<file path="config.mk">
export PLATFORM = sky130hd
export DESIGN_NAME = frame_mean_threshold
export DESIGN_NICKNAME = d
export VERILOG_FILES = /design/src/rtl/img_pkg.sv /design/src/rtl/serial_divider.sv /design/src/rtl/frame_mean_threshold.sv
export SDC_FILE = /design/constraint.sdc
export NUM_CORES = 1
export LEC_CHECK = 0
export CAP_MARGIN = 5
export CORE_MARGIN = 2
export CORE_UTILIZATION = 40
export DETAILED_ROUTE_END_ITERATION = 16
export PLACE_DENSITY = 0.54
export SYNTH_ARGS = -nofsm -noshare
export SYNTH_HDL_FRONTEND = slang
export SYNTH_SLANG_ARGS = --single-unit
export TNS_END_PERCENT = 20
</file>
<file path="constraint.sdc">
create_clock -name clk -period 3.3 [get_ports clk]
set_input_delay 0.99 -clock clk [delete_from_list [all_inputs] [get_ports clk]]
set_output_delay 0.99 -clock clk [all_outputs]
set_load 0.03 [all_outputs]
</file>
<file path="src/rtl/img_pkg.sv">
// Shared image-pipeline definitions: accumulator width helpers, mean-threshold FSM states, default threshold.
// Latency: n/a (compile-time constants and types only).
// Backpressure: n/a.
package img_pkg;

  // Default binarisation threshold, also used by the segmentation stage.
  localparam logic [7:0] INIT_THRESHOLD_DEF = 8'd100;

  // Width of a counter that must hold h*v pixels.
  function automatic int calc_cnt_w(input int h, input int v);
    return $clog2(h * v + 1);
  endfunction

  // Width of an accumulator that must hold h*v pixels of value 255.
  function automatic int calc_sum_w(input int h, input int v);
    return $clog2(h * v * 255 + 1);
  endfunction

  typedef enum logic [1:0] {
    IDLE   = 2'd0,
    DIV    = 2'd1,
    COMMIT = 2'd2
  } mt_state_t;

endpackage

</file>
<file path="src/rtl/serial_divider.sv">
// Restoring divider, one quotient bit per cycle, quotient saturated to Q_W bits.
// Latency: done pulses DVD_W cycles after start is accepted; quotient holds until the next start.
// Backpressure: start is ignored while busy; the caller must wait for done.
module serial_divider #(
  parameter int DVD_W = 27,
  parameter int DVS_W = 19,
  parameter int Q_W   = 8
) (
  input  logic             clk,
  input  logic             rst_n,
  input  logic             start,
  input  logic [DVD_W-1:0] dividend,
  input  logic [DVS_W-1:0] divisor,
  output logic             busy,
  output logic             done,
  output logic [Q_W-1:0]   quotient
);

  localparam int IT_W = $clog2(DVD_W + 1);

  logic             busy_q, busy_d;
  logic [IT_W-1:0]  iter_q, iter_d;
  logic [DVD_W-1:0] dvd_q, dvd_d;   // dividend bits shift out, quotient bits shift in
  logic [DVS_W-1:0] rem_q, rem_d;
  logic [DVS_W-1:0] dvs_q, dvs_d;

  logic [DVS_W:0]   rem_sh;
  logic [DVS_W:0]   rem_sub;
  logic             fits;
  logic             last;

  // One restoring step plus start/iteration bookkeeping.
  always_comb begin
    busy_d  = busy_q;
    iter_d  = iter_q;
    dvd_d   = dvd_q;
    rem_d   = rem_q;
    dvs_d   = dvs_q;
    rem_sh  = {rem_q, dvd_q[DVD_W-1]};
    fits    = (rem_sh >= {1'b0, dvs_q});
    rem_sub = fits ? (rem_sh - {1'b0, dvs_q}) : rem_sh;
    last    = busy_q && (iter_q == IT_W'(DVD_W - 1));
    if (start && !busy_q) begin
      busy_d = 1'b1;
      iter_d = '0;
      dvd_d  = dividend;
      rem_d  = '0;
      dvs_d  = divisor;
    end else if (busy_q) begin
      // Remainder stays below the divisor, so the top bit of rem_sub is always zero here.
      dvd_d  = {dvd_q[DVD_W-2:0], fits};
      rem_d  = rem_sub[DVS_W-1:0];
      iter_d = iter_q + IT_W'(1);
      if (last) begin
        busy_d = 1'b0;
      end
    end
  end

  // Divider state registers.
  always_ff @(posedge clk or negedge rst_n) begin
    if (!rst_n) begin
      busy_q <= 1'b0;
      iter_q <= '0;
      dvd_q  <= '0;
      rem_q  <= '0;
      dvs_q  <= '0;
    end else begin
      busy_q <= busy_d;
      iter_q <= iter_d;
      dvd_q  <= dvd_d;
      rem_q  <= rem_d;
      dvs_q  <= dvs_d;
    end
  end

  // Saturate the full-width quotient into Q_W bits.
  always_comb begin
    quotient = dvd_q[Q_W-1:0];
    if (|dvd_q[DVD_W-1:Q_W]) begin
      quotient = '1;
    end
  end

  assign busy = busy_q;
  assign done = last;

endmodule

</file>
<file path="src/rtl/frame_mean_threshold.sv">
// Per-frame mean of Y committed as the next binarisation threshold; Y stream passed through one register.
// Latency: pass-through 1 cycle; threshold commits >= SUM_W+1 cycles after the vsync rising edge, outside Y_de.
// Backpressure: none; a frame edge arriving while a division is pending is dropped. Option macro: MEAN_THRESH_CLAMP_EN.
module frame_mean_threshold
  import img_pkg::*;
#(
  parameter int         H_DISP         = 640,
  parameter int         V_DISP         = 480,
  parameter logic [7:0] INIT_THRESHOLD = INIT_THRESHOLD_DEF,
  parameter logic [7:0] TH_MIN         = 8'd16,
  parameter logic [7:0] TH_MAX         = 8'd240
) (
  input  logic       clk,
  input  logic       rst_n,
  input  logic       Y_hsync,
  input  logic       Y_vsync,
  input  logic [7:0] Y_data,
  input  logic       Y_de,
  output logic       out_hsync,
  output logic       out_vsync,
  output logic [7:0] out_data,
  output logic       out_de,
  output logic [7:0] threshold,
  output logic       th_valid,
  output logic       th_update
);

  localparam int SUM_W = calc_sum_w(H_DISP, V_DISP);
  localparam int CNT_W = calc_cnt_w(H_DISP, V_DISP);

  logic             vsync_q;
  logic [SUM_W-1:0] sum_q, sum_d;
  logic [CNT_W-1:0] cnt_q, cnt_d;
  mt_state_t        state_q, state_d;
  logic [7:0]       threshold_q, threshold_d;
  logic             th_valid_q, th_valid_d;
  logic             hsync_q, vsync_o_q, de_q;
  logic [7:0]       data_q;

  logic             frame_edge;
  logic             div_start;
  logic             div_busy;
  logic             div_done;
  logic [7:0]       div_q;
  logic [7:0]       commit_val;
  logic             commit;

  assign frame_edge = Y_vsync && !vsync_q;
  assign div_start  = frame_edge && (cnt_q != '0) && (state_q == IDLE) && !div_busy;

  // Pixel accumulation; the edge cycle restarts the sums, keeping its own pixel for the new frame.
  always_comb begin
    sum_d = sum_q;
    cnt_d = cnt_q;
    if (frame_edge) begin
      sum_d = Y_de ? SUM_W'(Y_data) : '0;
      cnt_d = Y_de ? CNT_W'(1) : '0;
    end else if (Y_de) begin
      sum_d = sum_q + SUM_W'(Y_data);
      cnt_d = cnt_q + CNT_W'(1);
    end
  end

  serial_divider #(
    .DVD_W (SUM_W),
    .DVS_W (CNT_W),
    .Q_W   (8)
  ) u_div (
    .clk      (clk),
    .rst_n    (rst_n),
    .start    (div_start),
    .dividend (sum_q),
    .divisor  (cnt_q),
    .busy     (div_busy),
    .done     (div_done),
    .quotient (div_q)
  );

`ifdef MEAN_THRESH_CLAMP_EN
  // Keep the committed threshold inside the configured window.
  always_comb begin
    commit_val = div_q;
    if (div_q < TH_MIN) begin
      commit_val = TH_MIN;
    end else if (div_q > TH_MAX) begin
      commit_val = TH_MAX;
    end
  end
`else
  // Clamp bounds only matter in the clamped build.
  logic unused_clamp_bounds;
  assign unused_clamp_bounds = ^{TH_MIN, TH_MAX};
  assign commit_val = div_q;
`endif

  // Division sequencing; the commit waits for blanking so a frame never sees two thresholds.
  always_comb begin
    state_d     = state_q;
    commit      = 1'b0;
    threshold_d = threshold_q;
    th_valid_d  = th_valid_q;
    unique case (state_q)
      IDLE: begin
        if (div_start) begin
          state_d = DIV;
        end
      end
      DIV: begin
        if (div_done) begin
          state_d = COMMIT;
        end
      end
      COMMIT: begin
        if (!Y_de) begin
          commit      = 1'b1;
          threshold_d = commit_val;
          th_valid_d  = 1'b1;
          state_d     = IDLE;
        end
      end
      default: begin
        state_d = IDLE;
      end
    endcase
  end

  // Control, accumulator and pass-through registers.
  always_ff @(posedge clk or negedge rst_n) begin
    if (!rst_n) begin
      vsync_q     <= 1'b0;
      sum_q       <= '0;
      cnt_q       <= '0;
      state_q     <= IDLE;
      threshold_q <= INIT_THRESHOLD;
      th_valid_q  <= 1'b0;
      hsync_q     <= 1'b0;
      vsync_o_q   <= 1'b0;
      data_q      <= '0;
      de_q        <= 1'b0;
    end else begin
      vsync_q     <= Y_vsync;
      sum_q       <= sum_d;
      cnt_q       <= cnt_d;
      state_q     <= state_d;
      threshold_q <= threshold_d;
      th_valid_q  <= th_valid_d;
      hsync_q     <= Y_hsync;
      vsync_o_q   <= Y_vsync;
      data_q      <= Y_data;
      de_q        <= Y_de;
    end
  end

  assign out_hsync = hsync_q;
  assign out_vsync = vsync_o_q;
  assign out_data  = data_q;
  assign out_de    = de_q;
  assign threshold = threshold_q;
  assign th_valid  = th_valid_q;
  assign th_update = commit;

endmodule

</file>
==> results.ini <==
[synthesis]
synth.area.mux_share = 0.0582
ys.flop_type = dfrtp_1
synth_edf_count = 0
ys_ff_latch = 139
avgSynthCellArea_um2 = 9.54
synth-xor-area-share = 0.0475
yosysWarningCount = 0
synth-simple-area-share = 0.180
syn_area_um2 = 7740
netlist_instances = 812
seq_area_frac_synth = 0.450
ys_async_sr_fraction = 1.00
ys_types = 68
synth_top_family_by_area = simple AND/OR/NAND/NOR gates
synth_compound_area_frac = 0.169
syn_nets = 858
synthAdderAreaFrac = 0.0553

[final_layout]
drive_gt1_frac = 0.112
antennaDiodeCount = 0
nNetsFinal = 901
area_growth_pct = 18.1

[sta]
maxSlewViolCount = 0
setup_slack_ps = 103
fin_crit_ps = 3200
rsz0062_at_grt = false
max_freq_mhz = 313
relSlewSlack = 0.332
finalHoldViolCount = 0
worst_pin_slew_ps = 994
period_share = 0.969
finalSetupViolCount = 0
fin_skew_ps = 8.03

[detailed_routing]
drc = 0
drtAntennaViolNets = 0
vias = 6266
dr.pass1.iters = 5
wirelength_mm = 19.1
drtIter0Drc = 532
wl_per_cell_um = 17.0
vias_per_cell = 5.55

[worst_setup_path]
critical_path_class = in -> out
cp_slowest_stage_delay_ps = 510
worstSetupEndpointType = primary output
critPathRequiredTime_ps = 2310
worstPathCellList = clkdlybuf4s50_1 -> nor3b_1 -> buf_4 -> buf_4
path_buf_inv = 3
cp.arrival_ps = 2210
cp_slowest_cell = clkdlybuf4s50_1
cp_max_fo = 2
reg2reg_slack_ps = 280
crit_family = buffers and inverters
cpMostUsedCell = buf_4
start_kind = primary input

[global_route]
grt_usage = 0.200
gr-usage-met1 = 0.288
grt_pass1_vias = 6157
grt_max_degree = 84
gr-max-usage-layer = met2
antenna_found_initial = 0
overflow = 0
grt_use_met2 = 0.305
use_met3 = 0.0453
grt_pass1_wl_mm = 32.3

[clocking]
holdBufCountCts = 0
clock_path_buffers = 2
post_cts_resized = 0
h-tree-depth = 4
cts_tree = yes
cts.sinks = 139
clockRootBuffer = clkbuf_16
insertion_delay_ps = 410
cts.reportedPaths.clkPinSlew_ps = 60
numCtsBuffers = 17
post_cts_buffers = 0

[die]
core_um2 = 18800
fp.dieH_um = 143
num_rows = 50
dieArea_um2 = 20500
num_io_pins = 34
initial_core_util = 0.411
die_w_um = 143

[worst_hold_path]
hold_class = reg -> reg

[pwr]
p_leak_nw = 4.05
p_per_area_nw_per_um2 = 899
power_mw = 8.23
ir_drop_uv = 442

[placement]
dp_slack_ps = -271
io_buffer_count = 33
place.gp.congestion = 0.866
place_hpwl_mm = 13.5

[flow_run]
max-cap-violations = 0

[run_status]
status = completed

## power by group
| part | internal [mW] | switching (mW) | total [mW] | leakage [nW] |
|---|---|---|---|---|
| registers | 2.15 | 0.385 | 2.54 | 1.81 |
| logic | 1.58 | 2.14 | 3.71 | 1.96 |
| clock network | 1.20 | 0.769 | 1.97 | 0.283 |
## layout by cell type (no fill, tap or decap), types with 4 or more instances in the layout
cell type and instances:
mux2i_1 27, o221ai_1 10, clkbuf_16 17, nor2b_1 4
xor2_1 16, nor3_1 14, and2_1 4, and3_1 14
buf_12 4, a211oi_1 8, a21oi_1 47, clkdlybuf4s50_1 31
buf_4 28, nand2_1 94, o21ai_1 9, o22a_1 9
nor4_1 7, inv_1 38, or3_1 12, o21ai_0 62
o31ai_1 6, mux2_2 9, dfrtp_1 135, xnor2_1 26
clkinvlp_4 6, ha_1 31, a21o_1 7, o211ai_1 8
or4_1 6, nand3_1 23, nand4_1 19, nand2b_1 8
mux2_1 7, nor2_1 45, clkbuf_8 4, a31oi_1 4
## worst register-to-register path, cell delays in order (launching register included)
cell and delay (ps):
dfrtp_1 410, inv_1 90, ha_1 160, inv_1 50, fa_1 430, a211oi_1 350, o21ai_0 190, a21oi_1 370
o221a_4 290, nor2_1 60, buf_4 160, a311o_1 350
## stage by stage
step / util / setup TNS [ps] / cell area [um^2] / instances / hold slack (ps)
global route: 0.486 / 0 / 9150 / 1128 / 514
floorplan: - / 0 / 7740 / 812 / 450
detailed placement: 0.453 / -1750 / 8530 / 1096 / 461
global placement: 0.453 / -1110 / 8530 / 1096 / 457
CTS: 0.486 / 0 / 9150 / 1128 / 488
finish: 0.486 / 0 / 9150 / 1128 / 487
## registers in the layout, indices dropped and copies added (netlist names), 5 cells and up
register and count:
u_div.dvd_q 27, u_div.dvs_q 19, u_div.iter_q 5, cnt_q 19, u_div.rem_q 19, out_data 8, threshold 8, sum_q 27
## kinds of logic after synthesis
logic type | count (synthesis)
xor gates and xnor gates | 42
AOI/OAI and AO/OA | 204
buffers and inverters | 78
DFF | 139
and+or+nand+nor | 273
muxes | 43
adders and majority gates | 33
## area by class of cell
type | count | area (um^2)
multi-input cells | 595 | 3970
well taps | 260 | 325
inverters | 38 | 143
fillers | 1769 | 9680
repair buffers | 64 | 612
clock buffers | 21 | 480
clock inverters | 11 | 134
flip-flops and latches | 139 | 3480
## cells in the mapped netlist, types with 3 or more instances
| cell type | count | area (um^2) |
|---|---|---|
| a31o_2 | 3 | 26.3 |
| a21oi_1 | 47 | 235 |
| buf_2 | 11 | 55.1 |
| a31oi_1 | 4 | 25.0 |
| clkbuf_1 | 26 | 97.6 |
| ha_1 | 31 | 388 |
| nor2_1 | 45 | 169 |
| or4_1 | 6 | 45.0 |
| nor4_1 | 7 | 43.8 |
| o21a_1 | 3 | 22.5 |
| nand3_1 | 23 | 115 |
| xor2_1 | 16 | 140 |
| nand4_1 | 19 | 119 |
| mux2_2 | 9 | 101 |
| nor3_1 | 14 | 70.1 |
| o22a_1 | 9 | 78.8 |
| dfstp_2 | 3 | 78.8 |
| xnor2_1 | 26 | 228 |
| nand2_1 | 94 | 353 |
| o21ai_0 | 62 | 310 |
| or2_2 | 3 | 18.8 |
| a211oi_1 | 8 | 60.1 |
| and2_1 | 4 | 25.0 |
| o21ai_1 | 10 | 50.1 |
| nand2b_1 | 8 | 50.1 |
| a2111oi_0 | 3 | 26.3 |
| nor2b_1 | 5 | 31.3 |
| o221ai_1 | 10 | 87.6 |
| inv_1 | 38 | 143 |
| a21boi_0 | 3 | 22.5 |
| buf_1 | 3 | 11.3 |
| a21o_1 | 7 | 52.6 |
| dfrtp_1 | 136 | 3400 |
| or3_1 | 12 | 75.1 |
| and3_1 | 14 | 87.6 |
| mux2_1 | 7 | 78.8 |
| o21bai_1 | 3 | 22.5 |
| o211ai_1 | 8 | 60.1 |
| o31ai_1 | 6 | 45.0 |
| mux2i_1 | 27 | 270 |
## per-layer routing
metal  wire length [um]  up-vias
li1                   -     3029
met1               9480     3106
met2               8810      121
met3                753       10
met4                 91        0
met5                  0        -
## final timing paths
path,startpoint,end,cells after the start
min in group asynchronous,rst_n,th_valid,1
min reg2reg,th_valid,th_valid,1
min,th_valid,th_valid,1
max reg2reg,u_div.dvd_q[26],u_div.rem_q[1],11
max,Y_de,th_update,4
max in group asynchronous,rst_n,threshold[6],2
Note: power is estimated with default switching activity, not from simulation.
